### config.mk
export PLATFORM = sky130hd
export DESIGN_NAME = vga_sync_gen
export DESIGN_NICKNAME = d
export VERILOG_FILES = /design/src/rtl/vga_sync_gen.sv
export SDC_FILE = /design/constraint.sdc
export NUM_CORES = 1
export LEC_CHECK = 0
export CORE_MARGIN = 3
export CORE_UTILIZATION = 45
export DETAILED_ROUTE_END_ITERATION = 7
export GPL_ROUTABILITY_DRIVEN = 0
export GPL_TIMING_DRIVEN = 0
export PLACE_DENSITY = 0.72
export SYNTH_ARGS = -nofsm -noshare
export SYNTH_HDL_FRONTEND = slang
export SYNTH_SLANG_ARGS = --single-unit
### constraint.sdc
create_clock -name clk -period 4.3 [get_ports clk]
set_input_delay 0.645 -clock clk [delete_from_list [all_inputs] [get_ports clk]]
set_output_delay 0.645 -clock clk [all_outputs]
set_load 0.05 [all_outputs]
### src/rtl/vga_sync_gen.sv
// ---------------------------------------------------------------------------
// vga_sync_gen
//
// Purpose:
//   Raster timing generator for a VGA-style display. A horizontal pixel
//   counter and a vertical line counter step once per enabled pixel tick and
//   wrap at the end of each line and frame. Sync pulses, the visible-area
//   flag, end-of-line/frame flags and a frame-start pulse are decoded from
//   the *next* counter values and registered. Every output therefore changes
//   on the same edge as the position it describes: there is no skew between
//   position and decodes.
//
// Parameters:
//   H_VIEW, H_FRONT, H_SYNC, H_BACK : horizontal timing, in pixels
//   V_VIEW, V_FRONT, V_SYNC, V_BACK : vertical timing, in lines
//   SYNC_ACTIVE_LOW                 : 1 = sync pulses drive low, 0 = high
//
// Ports:
//   clk         in   1  pixel clock, all state on the rising edge
//   reset       in   1  synchronous, active-high, overrides en
//   en          in   1  pixel-tick enable, state advances only when high
//   hpos        out 10  horizontal position, 0..H_TOTAL-1
//   vpos        out 10  vertical position, 0..V_TOTAL-1
//   hsync       out  1  horizontal sync
//   vsync       out  1  vertical sync (asserted for whole lines)
//   visible     out  1  position lies inside the active picture
//   hmax        out  1  hpos == H_TOTAL-1
//   vmax        out  1  vpos == V_TOTAL-1
//   frame_start out  1  one-tick pulse on the frame wrap into (0,0)
//   frame       out  8  frame counter, wraps modulo 256
// ---------------------------------------------------------------------------
module vga_sync_gen #(
  parameter int H_VIEW          = 640,
  parameter int H_FRONT         = 16,
  parameter int H_SYNC          = 96,
  parameter int H_BACK          = 48,
  parameter int V_VIEW          = 480,
  parameter int V_FRONT         = 10,
  parameter int V_SYNC          = 2,
  parameter int V_BACK          = 33,
  parameter int SYNC_ACTIVE_LOW = 1
) (
  input  logic       clk,
  input  logic       reset,
  input  logic       en,
  output logic [9:0] hpos,
  output logic [9:0] vpos,
  output logic       hsync,
  output logic       vsync,
  output logic       visible,
  output logic       hmax,
  output logic       vmax,
  output logic       frame_start,
  output logic [7:0] frame
);

  localparam int H_TOTAL = H_VIEW + H_FRONT + H_SYNC + H_BACK;
  localparam int V_TOTAL = V_VIEW + V_FRONT + V_SYNC + V_BACK;

  // Counter end points and decode boundaries, sized to the position width.
  localparam logic [9:0] H_LAST   = 10'(H_TOTAL - 1);
  localparam logic [9:0] V_LAST   = 10'(V_TOTAL - 1);
  localparam logic [9:0] H_VIS    = 10'(H_VIEW);
  localparam logic [9:0] V_VIS    = 10'(V_VIEW);
  localparam logic [9:0] HS_START = 10'(H_VIEW + H_FRONT);
  localparam logic [9:0] HS_END   = 10'(H_VIEW + H_FRONT + H_SYNC);
  localparam logic [9:0] VS_START = 10'(V_VIEW + V_FRONT);
  localparam logic [9:0] VS_END   = 10'(V_VIEW + V_FRONT + V_SYNC);

  // Maps a logical "pulse active" flag onto the configured pin polarity.
  function automatic logic sync_level(input logic active);
    if (SYNC_ACTIVE_LOW != 0) begin
      return ~active;
    end else begin
      return active;
    end
  endfunction

  // Idle level of both sync outputs, used by reset.
  localparam logic SYNC_IDLE = (SYNC_ACTIVE_LOW != 0) ? 1'b1 : 1'b0;

  // State registers.
  logic [9:0] hpos_r;
  logic [9:0] vpos_r;
  logic [7:0] frame_r;
  logic       hsync_r;
  logic       vsync_r;
  logic       visible_r;
  logic       hmax_r;
  logic       vmax_r;
  logic       frame_start_r;

  // Next-state values and decodes of those values.
  logic [9:0] hpos_s;
  logic [9:0] vpos_s;
  logic       frame_wrap_s;
  logic       hsync_act_s;
  logic       vsync_act_s;
  logic       visible_s;
  logic       hmax_s;
  logic       vmax_s;

  // Next position: step right, wrap to the next line, wrap to the next frame.
  // The ">=" compares fold any out-of-range value straight back to 0, so the
  // counters cannot get stuck outside their legal ranges.
  always_comb begin
    hpos_s       = hpos_r;
    vpos_s       = vpos_r;
    frame_wrap_s = 1'b0;
    if (en) begin
      if (hpos_r >= H_LAST) begin
        hpos_s = 10'd0;
        if (vpos_r >= V_LAST) begin
          vpos_s       = 10'd0;
          frame_wrap_s = 1'b1;
        end else begin
          vpos_s = vpos_r + 10'd1;
        end
      end else begin
        hpos_s = hpos_r + 10'd1;
      end
    end else begin
      hpos_s = hpos_r;
      vpos_s = vpos_r;
    end
  end

  // Decodes of the next position; registering these keeps them aligned
  // with the position registers.
  always_comb begin
    hsync_act_s = (hpos_s >= HS_START) && (hpos_s < HS_END);
    vsync_act_s = (vpos_s >= VS_START) && (vpos_s < VS_END);
    visible_s   = (hpos_s < H_VIS) && (vpos_s < V_VIS);
    hmax_s      = (hpos_s == H_LAST);
    vmax_s      = (vpos_s == V_LAST);
  end

  // Position, frame count and registered decodes; reset overrides en.
  always_ff @(posedge clk) begin
    if (reset) begin
      hpos_r        <= 10'd0;
      vpos_r        <= 10'd0;
      frame_r       <= 8'd0;
      hsync_r       <= SYNC_IDLE;
      vsync_r       <= SYNC_IDLE;
      visible_r     <= 1'b1;
      hmax_r        <= 1'b0;
      vmax_r        <= 1'b0;
      frame_start_r <= 1'b0;
    end else if (en) begin
      hpos_r        <= hpos_s;
      vpos_r        <= vpos_s;
      frame_r       <= frame_wrap_s ? (frame_r + 8'd1) : frame_r;
      hsync_r       <= sync_level(hsync_act_s);
      vsync_r       <= sync_level(vsync_act_s);
      visible_r     <= visible_s;
      hmax_r        <= hmax_s;
      vmax_r        <= vmax_s;
      frame_start_r <= frame_wrap_s;
    end else begin
      // Everything holds except the frame pulse, which must not stretch
      // across idle cycles.
      frame_start_r <= 1'b0;
    end
  end

  assign hpos        = hpos_r;
  assign vpos        = vpos_r;
  assign frame       = frame_r;
  assign hsync       = hsync_r;
  assign vsync       = vsync_r;
  assign visible     = visible_r;
  assign hmax        = hmax_r;
  assign vmax        = vmax_r;
  assign frame_start = frame_start_r;

endmodule
-- Yosys cells after proc, flatten, opt, wreduce, memory -nomap -nowiden
Index checks and enable logic that the tools add are counted.
- flip-flop bits (word level): 34
- ROM bits: 0
- bits in latches: 0
- memory bits (writable): 0
- memories kept: 0
- mux-type cells: 8
- reduce and logical (&&, ||, !) cells: 5
- add/subtract/negate cells: 3
- $mul: 0
- bitwise gates (word level): 3
- $lt $le $gt $ge: 8
- div/mod/pow operators: 0
- shift operators: 0
- equal/unequal tests: 2
- operator list (kind ; count):
    $mux 10 ; 5
    $ge 10x10->1 const B ; 3
    $add 10x1->10 const B ; 2
    $eq 10x10->1 const B ; 2
    $lt 10x10->1 const B ; 2
    $lt 10x9->1 const B ; 2
    $ge 10x9->1 const B ; 1
    $add 8x1->8 const B ; 1
    $logic_and 1x1->1 ; 3
    $mux 1 ; 3
    $not 1->1 ; 3
    $reduce_and 2->1 ; 1
    $reduce_or 2->1 ; 1

-- Logic depth before layout (Yosys ltp)
Gate-level depths: netlist of the first run.
- depth in word-level cells: 7
- mapped depth: 8
- gate-level depth less buffers: 7

-- Least setup slack after synthesis of the first run
Ideal clock, no wire load.
- path type: register -> register
- from: register hpos_r[0], in the netlist hpos[0]
- to: register visible_r, in the netlist visible
- slack: 1.425 ns
- buffers on the path: 0
- data required time: 4.184 ns
- period minus slack after synthesis: 2.875 ns
- stages on the path, launching flop included: 8
- arrival time: 2.759 ns
- cell sequence: dfxtp_1 ha_1 nand4_2 a211o_1 or3_1 xor2_1 or4_1 a41o_1
- word-level cells in the longest chain between the ends: 5
- elaborated cells on any way between the ends: 9
- those cells by class: add/sub: 1; order compare: 3; mux: 4; reduce/logical: 1
- ends and longest elaborated chain (element ; RTL line ; source):
    start: declaration ; 83 ; logic [9:0] hpos_r;
    start signal: assignment ; 151 ; hpos_r <= hpos_s;
    $add 10x1->10 or $ge 10x10->1 (tied branches) ; 120, 111 ;
    $mux 10 ; 111 ; if (hpos_r >= H_LAST) begin
    $mux 10 ; 110 ; if (en) begin
    $lt 10x10->1 or $lt 10x9->1 (tied branches) ; 133 ; visible_s = (hpos_s < H_VIS) && (vpos_s < V_VIS);
    $logic_and 1x1->1 * ; 133 ;
    end signal: assignment ; 156 ; visible_r <= visible_s;
    end: declaration ; 88 ; logic visible_r;
Every way passes the cells marked *; elsewhere a longest branch is shown, timed or not.
A chain may end at the register's enable or synchronous reset.

-- Final worst setup path of the first run
- from: input en
- to: register visible_r, in the netlist visible
- word-level cells in the longest chain between the ends: 3
- elaborated cells on any way between the ends: 5
- those cells by class: order compare: 2; mux: 2; reduce/logical: 1
- ends and longest elaborated chain (element ; RTL line ; source):
    start: declaration ; 45 ; input logic en,
    $mux 10 ; 110 ;
    $lt 10x10->1 or $lt 10x9->1 (tied branches) ; 133 ;
    $logic_and 1x1->1 ; 133 ;
Several ways; a longest one is shown, not always the timed one.

==> results of run 1 <==
metal layers:
metal / vias up / track usage / share of wire
met1: 887 / 0.280 / 0.48
met4: 0 / 0.0660 / 0.014
li1: 926 / - / -
met2: 73 / 0.309 / 0.44
met5: - / 0 / 0
met3: 8 / 0.0388 / 0.059
worst max-delay path by stage:
stage,end,slack [ps],cells past startpoint
after floorplan,visible,1430,7
after global placement,visible,1200,7
after detailed placement,visible,1190,7
after CTS,visible,1490,7
after global routing,visible,1300,8
final,visible,1480,7
critical path, delay by kind of cell:
family	cells	cell delay [ps]
AOI/OAI and AO/OA	2	600
and+or+nand+nor	2	960
xor gates and xnor gates	1	180
buffers and inverters	2	610
through the flow:
step | power, mW | instances
6_report | 0.643 | 324
5_1_grt | 0.659 | 324
4_1_cts | 0.646 | 324
3_5_place_dp | 0.356 | 316
3_3_place_gp | 0.355 | 316
2_1_floorplan | 0.345 | 232
synth_stat cells (2+ instances only):
cell type  instances  area, um2
a211oi_1           2       15.0
o21ai_0            9       45.0
nor3_1            11       55.1
nor2_1            32        120
xnor2_1            6       52.6
o31a_1             2       17.5
nand2_1           23       86.3
nor2b_1            2       12.5
a41oi_1            2       17.5
clkbuf_1           7       26.3
a211o_1            2       17.5
dfxtp_1           34        681
o21a_1             2       15.0
and3_1             6       37.5
ha_1               4       50.1
a221oi_1           3       26.3
nand2b_1           3       18.8
a21oi_1           11       55.1
and2_1             2       12.5
inv_1              5       18.8
a31oi_1            4       25.0
a41o_1             2       20.0
buf_2              2       10.0
or3_1              5       31.3
nand3_1            9       45.0
xor2_1            11       96.3
nor4_1             4       25.0
nand4_1            7       43.8
layout make-up:
type,instances,area [um2]
plain buffers,12,58.8
clock buffers,6,72.6
clock inverters,2,37.5
fillers,359,1430
inverters,5,18.8
multi-input cells,181,1100
flip-flops and latches,34,681
well taps,48,60.1
repair buffers,36,360
power breakdown:
group | internal, mW | total, mW | switching, mW
logic | 0.00942 | 0.0297 | 0.0203
registers | 0.317 | 0.319 | 0.00268
clock network | 0.173 | 0.294 | 0.121
total | 0.499 | 0.643 | 0.144
flip-flops by register name, summed over array words and instances, names as in the netlist:
register and count:
vpos 10, visible 1, vmax 1, hmax 1
frame 8, vsync 1, frame_start 1, hsync 1
hpos 10
kinds of logic after synthesis:
family          after synthesis  share of synthesized area
fa+ha+maj                     4                     0.0269
flops                        34                      0.365
xor+xnor                     17                     0.0799
mux                           1                    0.00537
compound gates               49                      0.192
buf+inv                      17                     0.0416
simple gates                110                      0.289
placed cells by master, fill, tap and decap left out, drive strengths merged, types with 3 or more instances in the layout:
| master | netlist | final |
|---|---|---|
| clkdlybuf4s50 | 0 | 36 |
| dfxtp | 34 | 34 |
| nor2 | 32 | 32 |
| nand2 | 23 | 23 |
| clkbuf | 7 | 13 |
| nor3 | 11 | 11 |
| a21oi | 11 | 11 |
| xor2 | 11 | 11 |
| nand3 | 9 | 9 |
| o21ai | 9 | 9 |
| nand4 | 8 | 8 |
| and3 | 6 | 6 |
| xnor2 | 6 | 6 |
| inv | 5 | 5 |
| or3 | 5 | 5 |
| buf | 5 | 5 |
| a31oi | 4 | 4 |
| nor4 | 4 | 4 |
| ha | 4 | 4 |
| a221oi | 3 | 3 |
| nand2b | 3 | 3 |
==> impl_metrics.tcl, run 1 <==
set metrics [dict create \
    outcome "complete, no violations" \
    antenna_left 0 \
    synth_seq_cells 34 \
    cts_setup_buffers 0 \
    fin_util 0.626 \
    syn-instance-count 232 \
    tns_ps 0 \
    hold_class "reg -> reg" \
    worst_pin_slew_ps 576 \
    crit_type "in -> reg" \
    cts_resized 0 \
    cpMaxStageDelayCell "or4_1" \
    yosys_warnings 0 \
    r2r_slack_ps 1560 \
    synth_edf_count 0 \
    crit_fanout 6 \
    ys.flop_type "dfxtp_1" \
    netlist_area_um2 1860 \
    coreArea_um2 3830 \
    end_kind "flip-flop" \
    syn_area_per_cell_um2 8.03 \
    critPathArrivalTime_ps 3010 \
    clockBufferDepth 2 \
    grt.total_usage 0.201 \
    powerDensity_nw_per_um2 269 \
    nNetsFinal 282 \
    yosysSeqAreaShare 0.365 \
    dp.final_hpwl_mm 3.51 \
    start_kind "primary input" \
    grt_pass1_wl_mm 8.23 \
    area_growth_pct 28.5 \
    crit_chain "clkdlybuf4s50_1 -> inv_1 -> a211o_1 -> or3_1 -> xor2_1 -> or4_1 -> a41o_1" \
    r2r_cells 7 \
    crit_path_start "en" \
    drt_iter0_drc 163 \
    async_reset_ff_frac 0 \
    peakVddDrop_mv 0.222 \
    drive_above_1_share 0.0507 \
    slew_viol_final 0 \
    io_pins 37 \
    reg2reg_from "hpos[0]" \
    rsz0062_at_grt "false" \
    design_area_um2 2390 \
    hp-start "frame[7]" \
    dr.pass1.iters 4 \
    wl_per_cell_um 14.8 \
    initial_utilization 0.487 \
    period_minus_slack_ps 2820 \
    fin_ws_ps 1480 \
    grt_max_degree 12 \
    num_vias 1894 \
    synth_cell_type_count 48 \
    drcViolationCount 0 \
    reg2reg_to "visible" \
    dp_slack_ps 1190 \
    fp.dieH_um 70.3 \
    slew_headroom 0.616 \
    antenna_found_initial 0 \
    cts_tree "done" \
    fin_crit_sh 0.656 \
    cts_hold_buf 0 \
    cpPeakStageDelay_ps 530 \
    fp.dieArea_um2 4950 \
    finalSetupViolations 0 \
    grt_overflow 0 \
    place_area_um2 2280 \
    diodes 0 \
    routed_wl_mm 4.79 \
    max_freq_ghz 0.354 \
    dieWidth_um 70.3 \
    clockRootBuffer "clkbuf_8" \
    rows 22 \
    worstHoldEndpoint "frame[7]" \
    max_cap_violations 0 \
    synthesis.nets 239 \
    vias_per_cell 5.85 \
    hold_depth 2 \
    clk_latency_ps 280 \
    ctsHtreeMaxLevel 2 \
    cts_sinks 34 \
    required_ps 4480 \
    clk_pin_slew_ps 70 \
    port_buffers 36 \
    cts_buffers 5 \
    leakage_nw 0.849 \
    grt_pass1_vias 1810 \
    finalHoldWorstSlack_ps 516 \
    fin_skew_ps 5.95 \
    finalHoldViolations 0 \
]
Note: power is estimated with default switching activity, not from simulation.
==> run 2: changes to the inputs <==
- clock period: 4.3 -> 2.95 ns (I/O delays scaled with it)
==> results of run 2 <==
The final DEF is identical to that of run 1. Status: complete, no violations.
Main changes from that run: setup slack after placement 1190 ps -> 38.5 ps; setup slack after layout 1480 ps -> 208 ps; start point of the critical path en -> hpos[0]; register-to-register setup slack 1560 ps -> 210 ps; total power 0.643 mW -> 0.937 mW; worst IR drop on VDD 0.222 mV -> 0.324 mV
==> run 3: changes to the inputs <==
- HOLD_SLACK_MARGIN: unset -> 0.02
==> results of run 3 <==
The final DEF is identical to that of run 1. Status: complete, no violations.
Main changes from that run: setup slack after placement 1190 ps -> 38.5 ps; setup slack after layout 1480 ps -> 208 ps; start point of the critical path en -> hpos[0]; register-to-register setup slack 1560 ps -> 210 ps; total power 0.643 mW -> 0.937 mW; worst IR drop on VDD 0.222 mV -> 0.324 mV
